--- src/rtl/lpf_ctrl.sv ---
// lpf_ctrl: frame-level controller for a low-pass filter. It sequences
// enable/flush around one frame, drains the filter output buffer into a
// 2-entry skid FIFO and presents pixels downstream with valid/ready.
module lpf_ctrl #(
  parameter int FRAME_PIXELS = 307200,
  parameter int CNT_W        = 19
) (
  input  logic        i_clk,
  input  logic        i_rstn,
  input  logic        i_start,
  input  logic        i_cfg_en,
  output logic        o_lpf_enable,
  output logic        o_lpf_flush,
  input  logic        i_lpf_rd,
  input  logic        i_obuf_empty,
  input  logic [15:0] i_obuf_data,
  output logic        o_obuf_rd,
  output logic [15:0] o_data,
  output logic        o_valid,
  input  logic        i_ready,
  output logic        o_busy,
  output logic        o_done,
  output logic        o_overrun
);

  localparam logic [CNT_W-1:0] FP    = CNT_W'(FRAME_PIXELS);
  localparam logic [CNT_W-1:0] FP_M1 = CNT_W'(FRAME_PIXELS - 1);

  typedef enum logic [1:0] {IDLE, RUN, FLUSH, DONE} state_t;

  state_t            state, nxt;
  logic [CNT_W-1:0]  in_cnt, out_cnt, rd_issued;
  logic [1:0][15:0]  mem;
  logic              wr_ptr, rd_ptr;
  logic [1:0]        occ;
  logic              inflight;
  logic              start_ok, push, pop, in_last, draining;

  assign start_ok = (state == IDLE) && i_start && i_cfg_en;
  assign in_last  = (state == RUN) && i_lpf_rd && (in_cnt == FP_M1);
  assign draining = (state == RUN) || (state == FLUSH);
  // data for a read returns one cycle later, so a read in flight is a push
  assign push     = inflight;
  assign pop      = o_valid && i_ready;

  // a read is only issued when the skid is guaranteed room for its data
  assign o_obuf_rd = draining && !i_obuf_empty &&
                     ((occ + {1'b0, inflight}) < 2'd2) && (rd_issued < FP);
  assign o_valid   = (occ != 2'd0);
  assign o_data    = mem[rd_ptr];

  // state register
  always_ff @(posedge i_clk or negedge i_rstn) begin
    if (!i_rstn) state <= IDLE;
    else         state <= nxt;
  end

  // next-state decode
  always_comb begin
    nxt = state;
    case (state)
      IDLE:    if (start_ok)        nxt = RUN;
      RUN:     if (in_last)         nxt = FLUSH;
      FLUSH:   if (out_cnt == FP)   nxt = DONE;
      DONE:                         nxt = IDLE;
      default:                      nxt = IDLE;
    endcase
  end

  // control outputs registered from the next state so they track state exactly
  always_ff @(posedge i_clk or negedge i_rstn) begin
    if (!i_rstn) begin
      o_lpf_enable <= 1'b0;
      o_lpf_flush  <= 1'b0;
      o_busy       <= 1'b0;
      o_done       <= 1'b0;
      o_overrun    <= 1'b0;
    end else begin
      o_lpf_enable <= (nxt == RUN) || (nxt == FLUSH);
      o_lpf_flush  <= (nxt == FLUSH);
      o_busy       <= (nxt != IDLE);
      o_done       <= (nxt == DONE);
      o_overrun    <= i_start && (state != IDLE);
    end
  end

  // pixel counters, cleared at frame start and saturating at frame size
  always_ff @(posedge i_clk or negedge i_rstn) begin
    if (!i_rstn) begin
      in_cnt    <= '0;
      out_cnt   <= '0;
      rd_issued <= '0;
    end else if (start_ok) begin
      in_cnt    <= '0;
      out_cnt   <= '0;
      rd_issued <= '0;
    end else begin
      if ((state == RUN) && i_lpf_rd && (in_cnt != FP)) in_cnt <= in_cnt + 1'b1;
      if (pop && (out_cnt != FP))                       out_cnt <= out_cnt + 1'b1;
      if (o_obuf_rd && (rd_issued != FP))               rd_issued <= rd_issued + 1'b1;
    end
  end

  // 2-entry skid FIFO; push and pop in the same cycle leave occupancy unchanged
  always_ff @(posedge i_clk or negedge i_rstn) begin
    if (!i_rstn) begin
      mem      <= '0;
      wr_ptr   <= 1'b0;
      rd_ptr   <= 1'b0;
      occ      <= 2'd0;
      inflight <= 1'b0;
    end else if (start_ok) begin
      wr_ptr   <= 1'b0;
      rd_ptr   <= 1'b0;
      occ      <= 2'd0;
      inflight <= 1'b0;
    end else begin
      inflight <= o_obuf_rd;
      if (push) begin
        mem[wr_ptr] <= i_obuf_data;
        wr_ptr      <= ~wr_ptr;
      end
      if (pop) rd_ptr <= ~rd_ptr;
      case ({push, pop})
        2'b10:   occ <= occ + 2'd1;
        2'b01:   occ <= occ - 2'd1;
        default: occ <= occ;
      endcase
    end
  end

endmodule
--- config.mk ---
export PLATFORM = sky130hd
export DESIGN_NAME = lpf_ctrl
export DESIGN_NICKNAME = d
export VERILOG_FILES = /design/src/rtl/lpf_ctrl.sv
export SDC_FILE = /design/constraint.sdc
export NUM_CORES = 1
export LEC_CHECK = 0
export BUFFER_PORTS_ARGS = -buffer_cell sky130_fd_sc_hd__buf_2
export CORE_UTILIZATION = 50
export CTS_BUF_LIST = sky130_fd_sc_hd__clkbuf_16
export CTS_CLUSTER_SIZE = 16
export DETAILED_ROUTE_END_ITERATION = 16
export GPL_ROUTABILITY_DRIVEN = 0
export GPL_TIMING_DRIVEN = 0
export PLACE_DENSITY = 0.68
export SLEW_MARGIN = 10
export SYNTH_ARGS = -nofsm -noshare
export SYNTH_HDL_FRONTEND = slang
export SYNTH_SLANG_ARGS = --single-unit
--- constraint.sdc ---
create_clock -name i_clk -period 2.9 [get_ports i_clk]
set_input_delay 0.725 -clock i_clk [delete_from_list [all_inputs] [get_ports i_clk]]
set_output_delay 0.725 -clock i_clk [all_outputs]
set_load 0.02 [all_outputs]
Word level (Yosys, flattened, before mapping)
Index checks and enable logic that the tools add are counted.
{"block": "classes", "n_addsub": 6, "reduce_logical": 27, "bitwise": 3, "muxes": 22, "n_lt_le_gt_ge": 5, "n_eq_ne": 13}
{"op": "19-bit two-way mux", "n": 6}
{"op": "19-bit by 1-bit adder with 19-bit output (second input constant)", "n": 3}
{"op": "19-bit != test (second input constant)", "n": 3}
{"op": "16-bit two-way mux", "n": 3}
{"op": "19-bit == test (second input constant)", "n": 2}
{"op": "32-bit bitwise mux", "n": 1}
{"op": "19-bit < comparator (second input constant)", "n": 1}
{"op": "16-bit demux with 1-bit select", "n": 1}
{"op": "2-bit nonzero test", "n": 8}
{"op": "1-bit logical AND", "n": 13}
{"op": "2-bit == test (second input constant)", "n": 5}
{"op": "2-bit two-way mux", "n": 4}
{"op": "2-bit case mux with 4 select lines", "n": 1}
{"op": "2-bit by 1-bit == test with 1-bit output (second input constant)", "n": 3}
{"op": "1-bit two-way mux", "n": 5}
{"op": "1-bit by 2-bit < comparator with 1-bit output (second input constant)", "n": 2}
{"op": "2-bit case mux with 2 select lines", "n": 1}
{"op": "1-bit NOT", "n": 3}
{"op": "3-bit nonzero test", "n": 1}
{"op": "2-bit by 1-bit adder with 2-bit output", "n": 1}
{"op": "2-bit by 1-bit adder with 2-bit output (second input constant)", "n": 1}
{"op": "2-bit logical NOT", "n": 1}
{"op": "1-bit logical OR", "n": 2}
{"op": "2-bit < comparator (second input constant)", "n": 1}
{"op": "other kinds (4)", "n": 4}
{"block": "word_totals", "regBits": 101, "input_bits": 23, "out_inout_bits": 23}

Longest topological paths before layout
{"block": "depth", "ltp_word": 8, "ltp_mapped": 9, "mapped_depth_nobuf": 8}

Worst setup path before layout
Ideal clock, no wire load.
{"block": "synth_path", "path_type": "in2out", "startpoint": "in i_obuf_empty", "endpoint": "out o_obuf_rd", "arrival_time_ns": 1.483, "stages": 4, "slack_ns": 0.692, "cell_sequence": "nor2b_1 -> o21ai_1 -> clkbuf_1 -> nor2_1"}
{"block": "synth_between", "elab_chain_cells": 4}
{"element": "start, declared", "line": "15", "source": "input logic i_obuf_empty,"}
{"element": "1-bit logical NOT", "line": "47", "source": "assign o_obuf_rd = draining && !i_obuf_empty &&"}
{"element": "1-bit logical AND (2 in a row)", "line": "47"}
{"element": "1-bit logical AND", "line": "48", "source": "((occ + {1'b0, inflight}) < 2'd2) && (rd_issued < FP);"}
{"element": "end, declared", "line": "17", "source": "output logic o_obuf_rd,"}
No other way between the ends.

Worst setup path after layout
{"block": "layout_path", "startpoint": "reg rd_issued[12]", "endpoint": "out o_obuf_rd"}
{"block": "layout_between", "elab_chain_cells": 2}
{"element": "start, declared", "line": "32", "source": "logic [CNT_W-1:0] in_cnt, out_cnt, rd_issued;"}
{"element": "start signal, assigned", "line": "100", "source": "if (o_obuf_rd && (rd_issued != FP)) rd_issued <= rd_issued + 1'b1;"}
{"element": "19-bit < comparator", "line": "48"}
{"element": "1-bit logical AND", "line": "48"}
No other way between the ends.

==> results.yml <==
outcome:
  outcome: "finished clean"
critical_path:
  reg2reg_to: "o_lpf_enable$_DFF_PN0_"
  cp_max_fo: 10
  worstReg2RegStart: "state[0]$_DFF_PN0_"
  cp_top_family: "compound AO/OA/AOI/OAI gates"
  reg2reg_slack_ps: 260
  worstPathRequired_ps: 2170
  critical_path_arrival_ps: 2050
  cp-start-kind: "flip-flop"
  cpPeakStageDelay_ps: 450
  end_kind: "output pin"
  rr_worst_depth: 8
  crit_chain: "a2111o_1 -> o311a_1 -> clkbuf_1 -> nor2_2 -> buf_2"
  worstSetupStartpoint: "rd_issued[12]$_DFFE_PN0P_"
  path_depth: 5
  crit_type: "reg -> out"
  path_buf_inv: 2
  cp-endpoint: "o_obuf_rd"
  cp_slowest_cell: "dfrtp_1"
sta:
  worst_slack_ps: 128
  rsz0062_at_grt: "no"
  hold_viol: 0
  tns_ps: 0
  fmax_mhz: 361
  setup_violations: 0
  fin_crit_ps: 2770
  relSlewSlack_pct: 41.6
  clock_skew_ps: 8.41
  timing.final.crit_share_pct: 95.6
  worst_slew_pin_slew_ps: 865
  drv_slew: 0
floorplan:
  core_area_mm2: 0.0103
  ios: 46
  start_util_pct: 51.2
  die_h_um: 105
  num_rows: 37
  die_w_um: 105
  dieArea_mm2: 0.0109
yosys:
  ys_ff_latch: 101
  async_flop_share_pct: 100
  netlist_area_mm2: 0.00526
  yosysWarnings: 0
  synth_edf_count: 0
  ys_seq_area_share_pct: 48.0
  synth_cells: 502
  synth.distinct_cells: 51
  syn-mean-instance-area_um2: 10.5
  postSynthNetCount: 537
  synth_ff_type: "dfrtp_1"
global_route:
  grt_use_total_pct: 22.5
  grt_overflow: 0
  grt_pass1_vias: 3930
  grt_antenna_before_repair: 0
  grt_max_degree: 63
  grt_pass1_wl_um: 19400
place:
  port_buffers: 45
  dpl_cell_area_mm2: 0.00568
  post-place-ws_ps: 134
  hpwl_um: 7920
pwr:
  power.share.clock_pct: 27.3
  p_per_area_mw_per_mm2: 696
  p_int_mw: 2.81
  finalPower_mw: 4.15
  peakVddDrop_uv: 566
  p_sw_share_pct: 32.4
  switchingPower_mw: 1.34
  leakage_nw: 2.74
  p_comb_share_pct: 28.5
  p_seq_share_pct: 44.1
routing:
  final_antenna_net_count: 0
  drt_first_pass_iters: 4
  finalWirelength_um: 11400
  first_iter_violations: 186
  via_count: 4116
  wl_per_cell_um: 16.3
  drc: 0
  viasPerCell: 5.88
clocking:
  clock_sinks: 101
  path_clk_slew_ps: 70
  cts_tree: "yes"
  clock_latency_ps: 360
  cts_setup_buffers: 0
  root_buffer: "clkbuf_16"
  clock_path_buffers: 2
  htreeDepth: 3
  cts_inserted_buffers: 9
final_layout:
  fin_area_mm2: 0.00597
  finalNetCount: 594
  mostFrequentLayoutCell: "dfrtp_1"
  syn2layout_area_growth_pct: 13.4
  fill_cells: 925
  layout-drive-gt1-share_pct: 22.3
  diodes: 0
  mostFrequentLayoutCells: "dfrtp_1, mux2_2, buf_2"
worst_hold_path:
  min_path_type: "in -> async"
job:
  cap_violations: 0
==> worst reg2reg max path: stages, from the launching register on <==
cell      delay, ps
dfrtp_1         430
inv_1           110
ha_1            280
and3_1          190
clkbuf_1        440
clkbuf_1        450
nor2_1          130
o311ai_0        170
ha_1            320
==> routing by layer <==
metal	vias up	wire length (µm)	track usage (%)
met5	-	0	0
met4	0	267	10.2
met3	21	449	3.81
met2	82	5400	35.4
met1	2032	5300	30.6
li1	1981	-	-
==> flip-flops by register name, indices dropped and copies added, names as in the netlist <==
signal / count
mem: 32
o_busy: 1
rd_ptr: 1
state: 2
occ: 2
inflight: 1
o_lpf_flush: 1
wr_ptr: 1
o_lpf_enable: 1
in_cnt: 19
o_done: 1
o_overrun: 1
rd_issued: 19
out_cnt: 19
==> cells in the mapped netlist (9+ instances only) <==
cell type	count	area [µm²]
nand2_1	43	161
nor2_1	31	116
or4_1	16	120
o21ai_0	10	50.1
dfrtp_1	101	2530
ha_1	12	150
a21oi_1	27	135
mux2i_1	10	100
and3_1	15	93.8
xor2_1	9	78.8
o31ai_1	13	97.6
clkbuf_1	19	71.3
mux2_2	48	541
inv_1	12	45.0
nand3_1	18	90.1
xnor2_1	10	87.6
nor4_1	9	56.3
nor3_1	9	45.0
nand4_1	12	75.1
==> stage by stage <==
stage                     util (%)  instances  hold WS, ps
final                         58.0        700          462
after global routing          58.0        700          511
after CTS                     57.9        700          491
after detailed placement      55.2        684          489
after global placement        55.0        683          481
after floorplan                  -        502          429
==> cell type report <==
cell class	count	area (µm²)	area share, %
Tap cell	136	170	2.85
Clock buffer	9	225	3.78
Clock inverter	7	51.3	0.860
Timing Repair Buffer	46	248	4.15
Sequential cell	101	2530	42.4
Multi-Input combinational cell	364	2600	43.5
Buffer	25	101	1.70
Inverter	12	45.0	0.755
==> kinds of logic (layout without fill, tap and decap cells) <==
family                   count (synthesis)  after routing  synth area share, %
AO/OA/AOI/OAI                           84             84                 10.9
XOR/XNOR                                19             19                 3.16
adder cells (fa/ha/maj)                 12             12                 2.85
buffers and inverters                   37             99                 2.66
flip-flops                             101            101                 48.0
multiplexers                            58             58                 12.2
AND/OR/NAND/NOR                        191            191                 20.2
==> timing repair <==
item	CTS	global route
setup endpoints to repair	0	32
hold endpoints to repair	0	0
hold buffers	0	0
resized for setup	0	9
==> how the worst min path moves through the flow <==
| stage | start | to | slack (ps) |
|---|---|---|---|
| 6_report | i_rstn | in_cnt[6]$_DFFE_PN0P_ | 460 |
| 4_1_cts | i_rstn | in_cnt[13]$_DFFE_PN0P_ | 490 |
| 5_1_grt | mem[23]$_DFFE_PN0P_ | mem[23]$_DFFE_PN0P_ | 510 |
| 3_3_place_gp | mem[30]$_DFFE_PN0P_ | mem[30]$_DFFE_PN0P_ | 480 |
| 3_5_place_dp | mem[23]$_DFFE_PN0P_ | mem[23]$_DFFE_PN0P_ | 490 |
| 2_1_floorplan | i_rstn | in_cnt[0]$_DFFE_PN0P_ | 430 |
==> power by group through the flow <==
stage               clock network (mW)  registers [mW]  logic [mW]
finish                            1.13            1.83        1.18
global route                      1.22            1.87        1.31
CTS                               1.17            1.83        1.19
detailed placement                   0            1.86        1.19
global placement                     0            1.83        1.16
floorplan                            0            1.82       0.860
Note: power is estimated with default switching activity, not from simulation.
